===== config.mk =====
export PLATFORM = sky130hd
export DESIGN_NAME = mul_div_unit_flat
export DESIGN_NICKNAME = d
export VERILOG_FILES = /design/src/rtl/mul_div_unit_if.sv /design/src/rtl/mul_div_unit.sv /design/src/flat_wrapper.sv
export SDC_FILE = /design/constraint.sdc
export NUM_CORES = 2
export LEC_CHECK = 0
export BUFFER_PORTS_ARGS = -buffer_cell sky130_fd_sc_hd__buf_4
export CAP_MARGIN = 25
export CORE_ASPECT_RATIO = 1.75
export CORE_UTILIZATION = 51
export CTS_BUF_LIST = sky130_fd_sc_hd__clkbuf_16
export DETAILED_ROUTE_END_ITERATION = 7
export PLACE_DENSITY = 0.67
export SETUP_SLACK_MARGIN = 0.5
export SLEW_MARGIN = 20
export SYNTH_ARGS = -nofsm -noshare
export SYNTH_HDL_FRONTEND = slang
export SYNTH_SLANG_ARGS = --single-unit
export TNS_END_PERCENT = 50

===== constraint.sdc =====
create_clock -name i_clk -period 22.2 [get_ports i_clk]
set_input_delay 4.44 -clock i_clk [delete_from_list [all_inputs] [get_ports i_clk]]
set_output_delay 4.44 -clock i_clk [all_outputs]
set_load 0.005 [all_outputs]

===== src/rtl/mul_div_unit_if.sv =====
// Handshake and result bus between the EX stage and the multiply/divide engine.
// The EX stage drives through the master modport; the engine uses the slave modport.
interface mul_div_unit_if #(
    parameter int DATA_WIDTH = 32
);
    logic                  start;
    logic                  op_div;
    logic                  op_signed;
    logic                  cancel;
    logic [DATA_WIDTH-1:0] operand_1;
    logic [DATA_WIDTH-1:0] operand_2;
    logic                  stall_request;
    logic                  busy;
    logic                  done;
    logic [DATA_WIDTH-1:0] hi_out;
    logic [DATA_WIDTH-1:0] lo_out;

    modport master (
        output start, op_div, op_signed, cancel, operand_1, operand_2,
        input  stall_request, busy, done, hi_out, lo_out
    );

    modport slave (
        input  start, op_div, op_signed, cancel, operand_1, operand_2,
        output stall_request, busy, done, hi_out, lo_out
    );
endinterface


===== src/rtl/mul_div_unit.sv =====
// Multi-cycle MULT/MULTU/DIV/DIVU engine sitting beside the EX-stage ALU.
// Works on operand magnitudes and applies the sign correction in FIX.
//
// state  | meaning
// -------+-------------------------------------------------------------
// IDLE   | waiting for start; operands latched on acceptance
// MUL    | magnitude product formed over MUL_CYCLES cycles
// DIV    | restoring divide, one quotient bit per cycle
// FIX    | sign correction, HI/LO registered
// DONE   | one-cycle result-valid pulse; start ignored
module mul_div_unit #(
    parameter int DATA_WIDTH = 32,
    parameter int MUL_CYCLES = 2
) (
    input  logic          i_clk,
    input  logic          i_rst,
    mul_div_unit_if.slave io_md
);
    localparam int W       = DATA_WIDTH;
    localparam int CNT_MAX = (DATA_WIDTH > MUL_CYCLES) ? DATA_WIDTH : MUL_CYCLES;
    localparam int CNT_W   = $clog2(CNT_MAX + 1);
    localparam logic [CNT_W-1:0] MUL_LAST = CNT_W'(MUL_CYCLES - 1);
    localparam logic [CNT_W-1:0] DIV_LAST = CNT_W'(DATA_WIDTH - 1);

    typedef enum logic [2:0] {
        S_IDLE = 3'd0,
        S_MUL  = 3'd1,
        S_DIV  = 3'd2,
        S_FIX  = 3'd3,
        S_DONE = 3'd4
    } state_t;

    state_t          r_state;
    state_t          w_state_next;
    logic            w_accept;
    logic            w_stall;

    logic [CNT_W-1:0] r_cnt;
    logic [W-1:0]     r_mag_a;
    logic [W-1:0]     r_mag_b;
    logic [2*W-1:0]   r_acc;       // product, or {remainder, quotient} while dividing
    logic             r_is_div;
    logic             r_neg_res;
    logic             r_neg_rem;
    logic [W-1:0]     r_hi;
    logic [W-1:0]     r_lo;

    logic             w_div_zero;
    logic [W-1:0]     w_mag_1;
    logic [W-1:0]     w_mag_2;
    logic [2*W-1:0]   w_prod;
    logic [W:0]       w_rem_sh;
    logic             w_ge;
    logic [W-1:0]     w_rem_sub;
    logic [W-1:0]     w_rem_next;
    logic [2*W-1:0]   w_acc_div;
    logic [2*W-1:0]   w_prod_fix;
    logic [W-1:0]     w_quot_fix;
    logic [W-1:0]     w_rem_fix;

    // Operand magnitudes; divide-by-zero is detected on the raw divisor.
    assign w_div_zero = io_md.op_div && (io_md.operand_2 == '0);
    assign w_mag_1    = (io_md.op_signed && io_md.operand_1[W-1]) ? -io_md.operand_1 : io_md.operand_1;
    assign w_mag_2    = (io_md.op_signed && io_md.operand_2[W-1]) ? -io_md.operand_2 : io_md.operand_2;

    // Multiplier array, recomputed every MUL cycle to model a retimed array.
    assign w_prod = {{W{1'b0}}, r_mag_a} * {{W{1'b0}}, r_mag_b};

    // Restoring divide step. The shifted remainder needs W+1 bits for the
    // compare; when the subtraction is taken the result is below the divisor,
    // so W-bit modular arithmetic is exact.
    assign w_rem_sh   = r_acc[2*W-1:W-1];
    assign w_ge       = (w_rem_sh >= {1'b0, r_mag_b});
    assign w_rem_sub  = w_rem_sh[W-1:0] - r_mag_b;
    assign w_rem_next = w_ge ? w_rem_sub : w_rem_sh[W-1:0];
    assign w_acc_div  = {w_rem_next, r_acc[W-2:0], w_ge};

    // Sign correction. The quotient follows the operand signs, the remainder
    // follows the dividend, which gives truncation toward zero.
    assign w_prod_fix = r_neg_res ? -r_acc : r_acc;
    assign w_quot_fix = r_neg_res ? -r_acc[W-1:0] : r_acc[W-1:0];
    assign w_rem_fix  = r_neg_rem ? -r_acc[2*W-1:W] : r_acc[2*W-1:W];

    // State register.
    always_ff @(posedge i_clk) begin
        if (!i_rst) begin
            r_state <= S_IDLE;
        end else begin
            r_state <= w_state_next;
        end
    end

    // Next-state, acceptance and stall decode; cancel drops stall immediately.
    always_comb begin
        w_state_next = r_state;
        w_accept     = 1'b0;
        w_stall      = 1'b0;
        case (r_state)
            S_IDLE: begin
                if (io_md.start && !io_md.cancel) begin
                    w_accept = 1'b1;
                    w_stall  = 1'b1;
                    if (io_md.op_div) begin
                        w_state_next = w_div_zero ? S_DONE : S_DIV;
                    end else begin
                        w_state_next = S_MUL;
                    end
                end
            end
            S_MUL: begin
                if (io_md.cancel) begin
                    w_state_next = S_IDLE;
                end else begin
                    w_stall = 1'b1;
                    if (r_cnt == MUL_LAST) begin
                        w_state_next = S_FIX;
                    end
                end
            end
            S_DIV: begin
                if (io_md.cancel) begin
                    w_state_next = S_IDLE;
                end else begin
                    w_stall = 1'b1;
                    if (r_cnt == DIV_LAST) begin
                        w_state_next = S_FIX;
                    end
                end
            end
            S_FIX: begin
                if (io_md.cancel) begin
                    w_state_next = S_IDLE;
                end else begin
                    w_stall      = 1'b1;
                    w_state_next = S_DONE;
                end
            end
            S_DONE: begin
                w_state_next = S_IDLE;
            end
            default: begin
                w_state_next = S_IDLE;
            end
        endcase
    end

    // Datapath: operand capture, iteration and result registers.
    always_ff @(posedge i_clk) begin
        if (!i_rst) begin
            r_cnt     <= '0;
            r_mag_a   <= '0;
            r_mag_b   <= '0;
            r_acc     <= '0;
            r_is_div  <= 1'b0;
            r_neg_res <= 1'b0;
            r_neg_rem <= 1'b0;
            r_hi      <= '0;
            r_lo      <= '0;
        end else begin
            case (r_state)
                S_IDLE: begin
                    if (w_accept) begin
                        r_cnt     <= '0;
                        r_is_div  <= io_md.op_div;
                        r_mag_a   <= w_mag_1;
                        r_mag_b   <= w_mag_2;
                        r_acc     <= {{W{1'b0}}, w_mag_1};
                        r_neg_res <= io_md.op_signed && (io_md.operand_1[W-1] ^ io_md.operand_2[W-1]);
                        r_neg_rem <= io_md.op_signed && io_md.operand_1[W-1];
                        if (w_div_zero) begin
                            r_hi <= io_md.operand_1;
                            r_lo <= '1;
                        end
                    end
                end
                S_MUL: begin
                    r_acc <= w_prod;
                    r_cnt <= r_cnt + 1'b1;
                end
                S_DIV: begin
                    r_acc <= w_acc_div;
                    r_cnt <= r_cnt + 1'b1;
                end
                S_FIX: begin
                    if (!io_md.cancel) begin
                        if (r_is_div) begin
                            r_hi <= w_rem_fix;
                            r_lo <= w_quot_fix;
                        end else begin
                            r_hi <= w_prod_fix[2*W-1:W];
                            r_lo <= w_prod_fix[W-1:0];
                        end
                    end
                end
                default: begin
                end
            endcase
        end
    end

    assign io_md.stall_request = w_stall;
    assign io_md.busy          = (r_state != S_IDLE);
    assign io_md.done          = (r_state == S_DONE);
    assign io_md.hi_out        = r_hi;
    assign io_md.lo_out        = r_lo;

endmodule


===== src/flat_wrapper.sv =====
// flat-port wrapper written by rule: the top's interface ports become plain ports
module mul_div_unit_flat 
#(
    parameter int DATA_WIDTH = 32,
    parameter int MUL_CYCLES = 2
)
  (i_clk, i_rst, io_md_start, io_md_op_div, io_md_op_signed, io_md_cancel, io_md_operand_1, io_md_operand_2, io_md_stall_request, io_md_busy, io_md_done, io_md_hi_out, io_md_lo_out);
  mul_div_unit_if #(.DATA_WIDTH(DATA_WIDTH)) io_md_i ();
  input  logic i_clk;
  input  logic i_rst;
  input wire logic [$bits(io_md_i.start)-1:0] io_md_start;
  input wire logic [$bits(io_md_i.op_div)-1:0] io_md_op_div;
  input wire logic [$bits(io_md_i.op_signed)-1:0] io_md_op_signed;
  input wire logic [$bits(io_md_i.cancel)-1:0] io_md_cancel;
  input wire logic [$bits(io_md_i.operand_1)-1:0] io_md_operand_1;
  input wire logic [$bits(io_md_i.operand_2)-1:0] io_md_operand_2;
  output wire logic [$bits(io_md_i.stall_request)-1:0] io_md_stall_request;
  output wire logic [$bits(io_md_i.busy)-1:0] io_md_busy;
  output wire logic [$bits(io_md_i.done)-1:0] io_md_done;
  output wire logic [$bits(io_md_i.hi_out)-1:0] io_md_hi_out;
  output wire logic [$bits(io_md_i.lo_out)-1:0] io_md_lo_out;
  assign io_md_i.start = io_md_start;
  assign io_md_i.op_div = io_md_op_div;
  assign io_md_i.op_signed = io_md_op_signed;
  assign io_md_i.cancel = io_md_cancel;
  assign io_md_i.operand_1 = io_md_operand_1;
  assign io_md_i.operand_2 = io_md_operand_2;
  assign io_md_stall_request = io_md_i.stall_request;
  assign io_md_busy = io_md_i.busy;
  assign io_md_done = io_md_i.done;
  assign io_md_hi_out = io_md_i.hi_out;
  assign io_md_lo_out = io_md_i.lo_out;
  mul_div_unit #(.DATA_WIDTH(DATA_WIDTH), .MUL_CYCLES(MUL_CYCLES)) u_core (.i_clk(i_clk), .i_rst(i_rst), .io_md(io_md_i));
endmodule

==> results.toml <==
[timing]
fmax_mhz = 107
worstMarginPinSlew_ns = 1.04
fin_skew_ns = 0.0187
setup_viol = 0
slew_violations = 0
hold_viol = 0
hold_slack_ns = 0.481
finalCritPeriodShare_pct = 42.1
fin_ws_ns = 12.85
slew_headroom_pct = 30.5
fin_crit_ns = 9.35
rsz0062_at_grt = "false"
finalSetupTns_ns = 0

[detailed_routing]
detail-route-antenna-nets = 0
num_vias = 38100
wl_per_cell_um = 21.7
drc_errors = 0
vias_per_cell = 5.84
drt-total-wl_mm = 141
drt_iter0_drc = 2327
dr.pass1.iters = 6

[critical_path]
arrival_ns = 4.91
r2r-end = "u_core.r_acc[49]"
end_kind = "output port"
ff2ff_setup_slack_ns = 13.56
crit_type = "in -> out"
cp-startpoint = "io_md_cancel"
worst-path-max-fanout = 10
reg2reg_from = "u_core.r_mag_b[18]"
critPathLaunchType = "input pin"
r2r_cells = 24
critPathRequiredTime_ns = 17.76

[global_routing]
antenna_found_initial = 3
grt_max_degree = 85
grt_pass1_vias = 40900
grt_pass1_wl_mm = 225
grt_overflow = 0
grt.total_usage_pct = 31.3

[clock_network]
cts.sinks = 204
htree_levels = 1
cts_root_buf = "clkbuf_16"
clk_latency_ns = 0.55
cts_resized = 0
clk_path_buf_depth = 3
cts-buffers-inserted = 20
path_clk_slew_ns = 0.06
cts_tree = "built"
holdBufCountCts = 0
cts_setup_buffers = 0

[placed_design]
dpl_cell_area_um2 = 48300
post-place-ws_ns = 12.84
io_buffers = 136
routabilityCongestion = 0.955
hpwl_mm = 113
placed_cells = 6490

[layout]
stdcell_count = 6528
final_core_util_pct = 54.1
final_cell_mix = "inv_1 (918), fa_1 (897), nand2_1 (640), and2_1 (606), ha_1 (301)"
nFillCells = 8507
multi_input_area_um2 = 37600
layout.nets = 6596
synthToLayoutAreaGrowth_pct = 5.38
design_area_um2 = 48900
final_layout_size_suffix_gt1_share_pct = 5.54
ff_latch_area_um2 = 4090
layout_commonest_cell = "inv_1"

[floorplanning]
core_area_um2 = 90400
die_h_um = 401
die-width_um = 230
pin_count = 137
die_area_um2 = 92300
placementRows = 146
initial_core_util_pct = 51.4

[synthesis]
synthArstFlopShare_pct = 0
synth_area_per_cell_um2 = 8.55
ys_ff_latch = 204
syn_area_um2 = 46400
syn_inst = 5430
yosys.cell_types.count = 85
yosys_most_used_dff = "dfxtp_1"
syn_nets = 6698
yosys_warnings = 0
synth-edff-count = 0
seq_area_frac_synth_pct = 8.79

[power]
cellPowerDensity_nw_per_um2 = 56.3
finalPower_mw = 2.75
p_leak_nw = 23.3
ir_drop_uv = 72.5

[min_path]
worstHoldEndpoint = "u_core.io_md.hi_out[19]"
hp-start = "u_core.io_md.hi_out[19]"
hold_depth = 1
min_path_type = "reg -> reg"

[run_status]
outcome = "completed"

[flow_run]
cap_violations = 0
## cells by family after synthesis
group | synth area share [%]
AO/OA/AOI/OAI | 10.5
XOR/XNOR | 3.90
adder cells (fa/ha/maj) | 46.8
buffers and inverters | 10.2
flip-flops | 8.79
multiplexers | 0.439
AND/OR/NAND/NOR | 19.4
## flip-flops by register name, indices dropped and copies added, names as in the netlist
register             cells
u_core.io_md.hi_out     32
u_core.r_acc            64
u_core.r_neg_res         1
u_core.r_mag_a          32
u_core.r_cnt             6
u_core.r_mag_b          32
u_core.r_state           3
u_core.r_is_div          1
u_core.io_md.lo_out     32
u_core.r_neg_rem         1
## critical path, stage by stage
cell and delay (ns):
buf_4 0.16, nor3_1 0.18, buf_4 0.14
## cell usage after synthesis, drive strengths merged, types with 8 or more instances
cell type,n,area (um^2)
a211oi,74,556
a21boi,9,67.6
a21o,33,248
a21oi,202,1010
a221oi,43,377
a222oi,8,80.1
a22oi,14,105
a31oi,19,119
and2,607,3800
and3,12,75.1
and4,9,78.8
buf,17,93.8
clkbuf,324,1220
dfxtp,204,4080
fa,897,18000
ha,301,3770
inv,916,3440
mux2i,17,170
nand2,641,2410
nand2b,18,113
nand3,36,185
nand4,28,175
nor2,246,926
nor2b,14,87.6
nor3,89,462
nor4,22,168
o211ai,12,90.1
o21a,18,135
o21ai,173,866
o21bai,24,180
o22ai,16,100
o31ai,31,251
o41ai,18,158
or3,32,205
or4,17,135
xnor2,99,867
xor2,108,946
## layer usage
layer | global-route usage (%) | wire, um | up-vias
met1 | 34.2 | 49000 | 19500
li1 | - | - | 16800
met2 | 59.0 | 76700 | 1406
met5 | 0 | 0 | -
met4 | 17.3 | 8610 | 0
met3 | 2.52 | 7200 | 435
## worst max path at each step
| stage | cells after the start | end | slack [ns] |
|---|---|---|---|
| final | 3 | io_md_stall_request | 12.85 |
| after floorplan | 2 | io_md_stall_request | 12.94 |
| after CTS | 3 | io_md_stall_request | 12.84 |
| after global placement | 3 | io_md_stall_request | 12.82 |
| after global routing | 4 | io_md_stall_request | 12.80 |
| after detailed placement | 3 | io_md_stall_request | 12.84 |
## power by group
group | switching (mW) | leakage (nW) | internal (mW)
registers | 0.0833 | 1.67 | 0.405
clock network | 0.168 | 0.325 | 0.189
logic | 1.21 | 21.3 | 0.694
total | 1.47 | 23.3 | 1.29
## layout make-up
class | instances | area share (%)
clock inverter | 15 | 0.286
inverter | 916 | 7.03
sequential | 204 | 8.36
tap | 1184 | 3.03
clock buffer | 20 | 1.02
multi-input combinational | 3969 | 76.9
timing repair buffer | 217 | 3.33
antenna | 3 | 0.0153
Power figures use the tool's default switching activity.
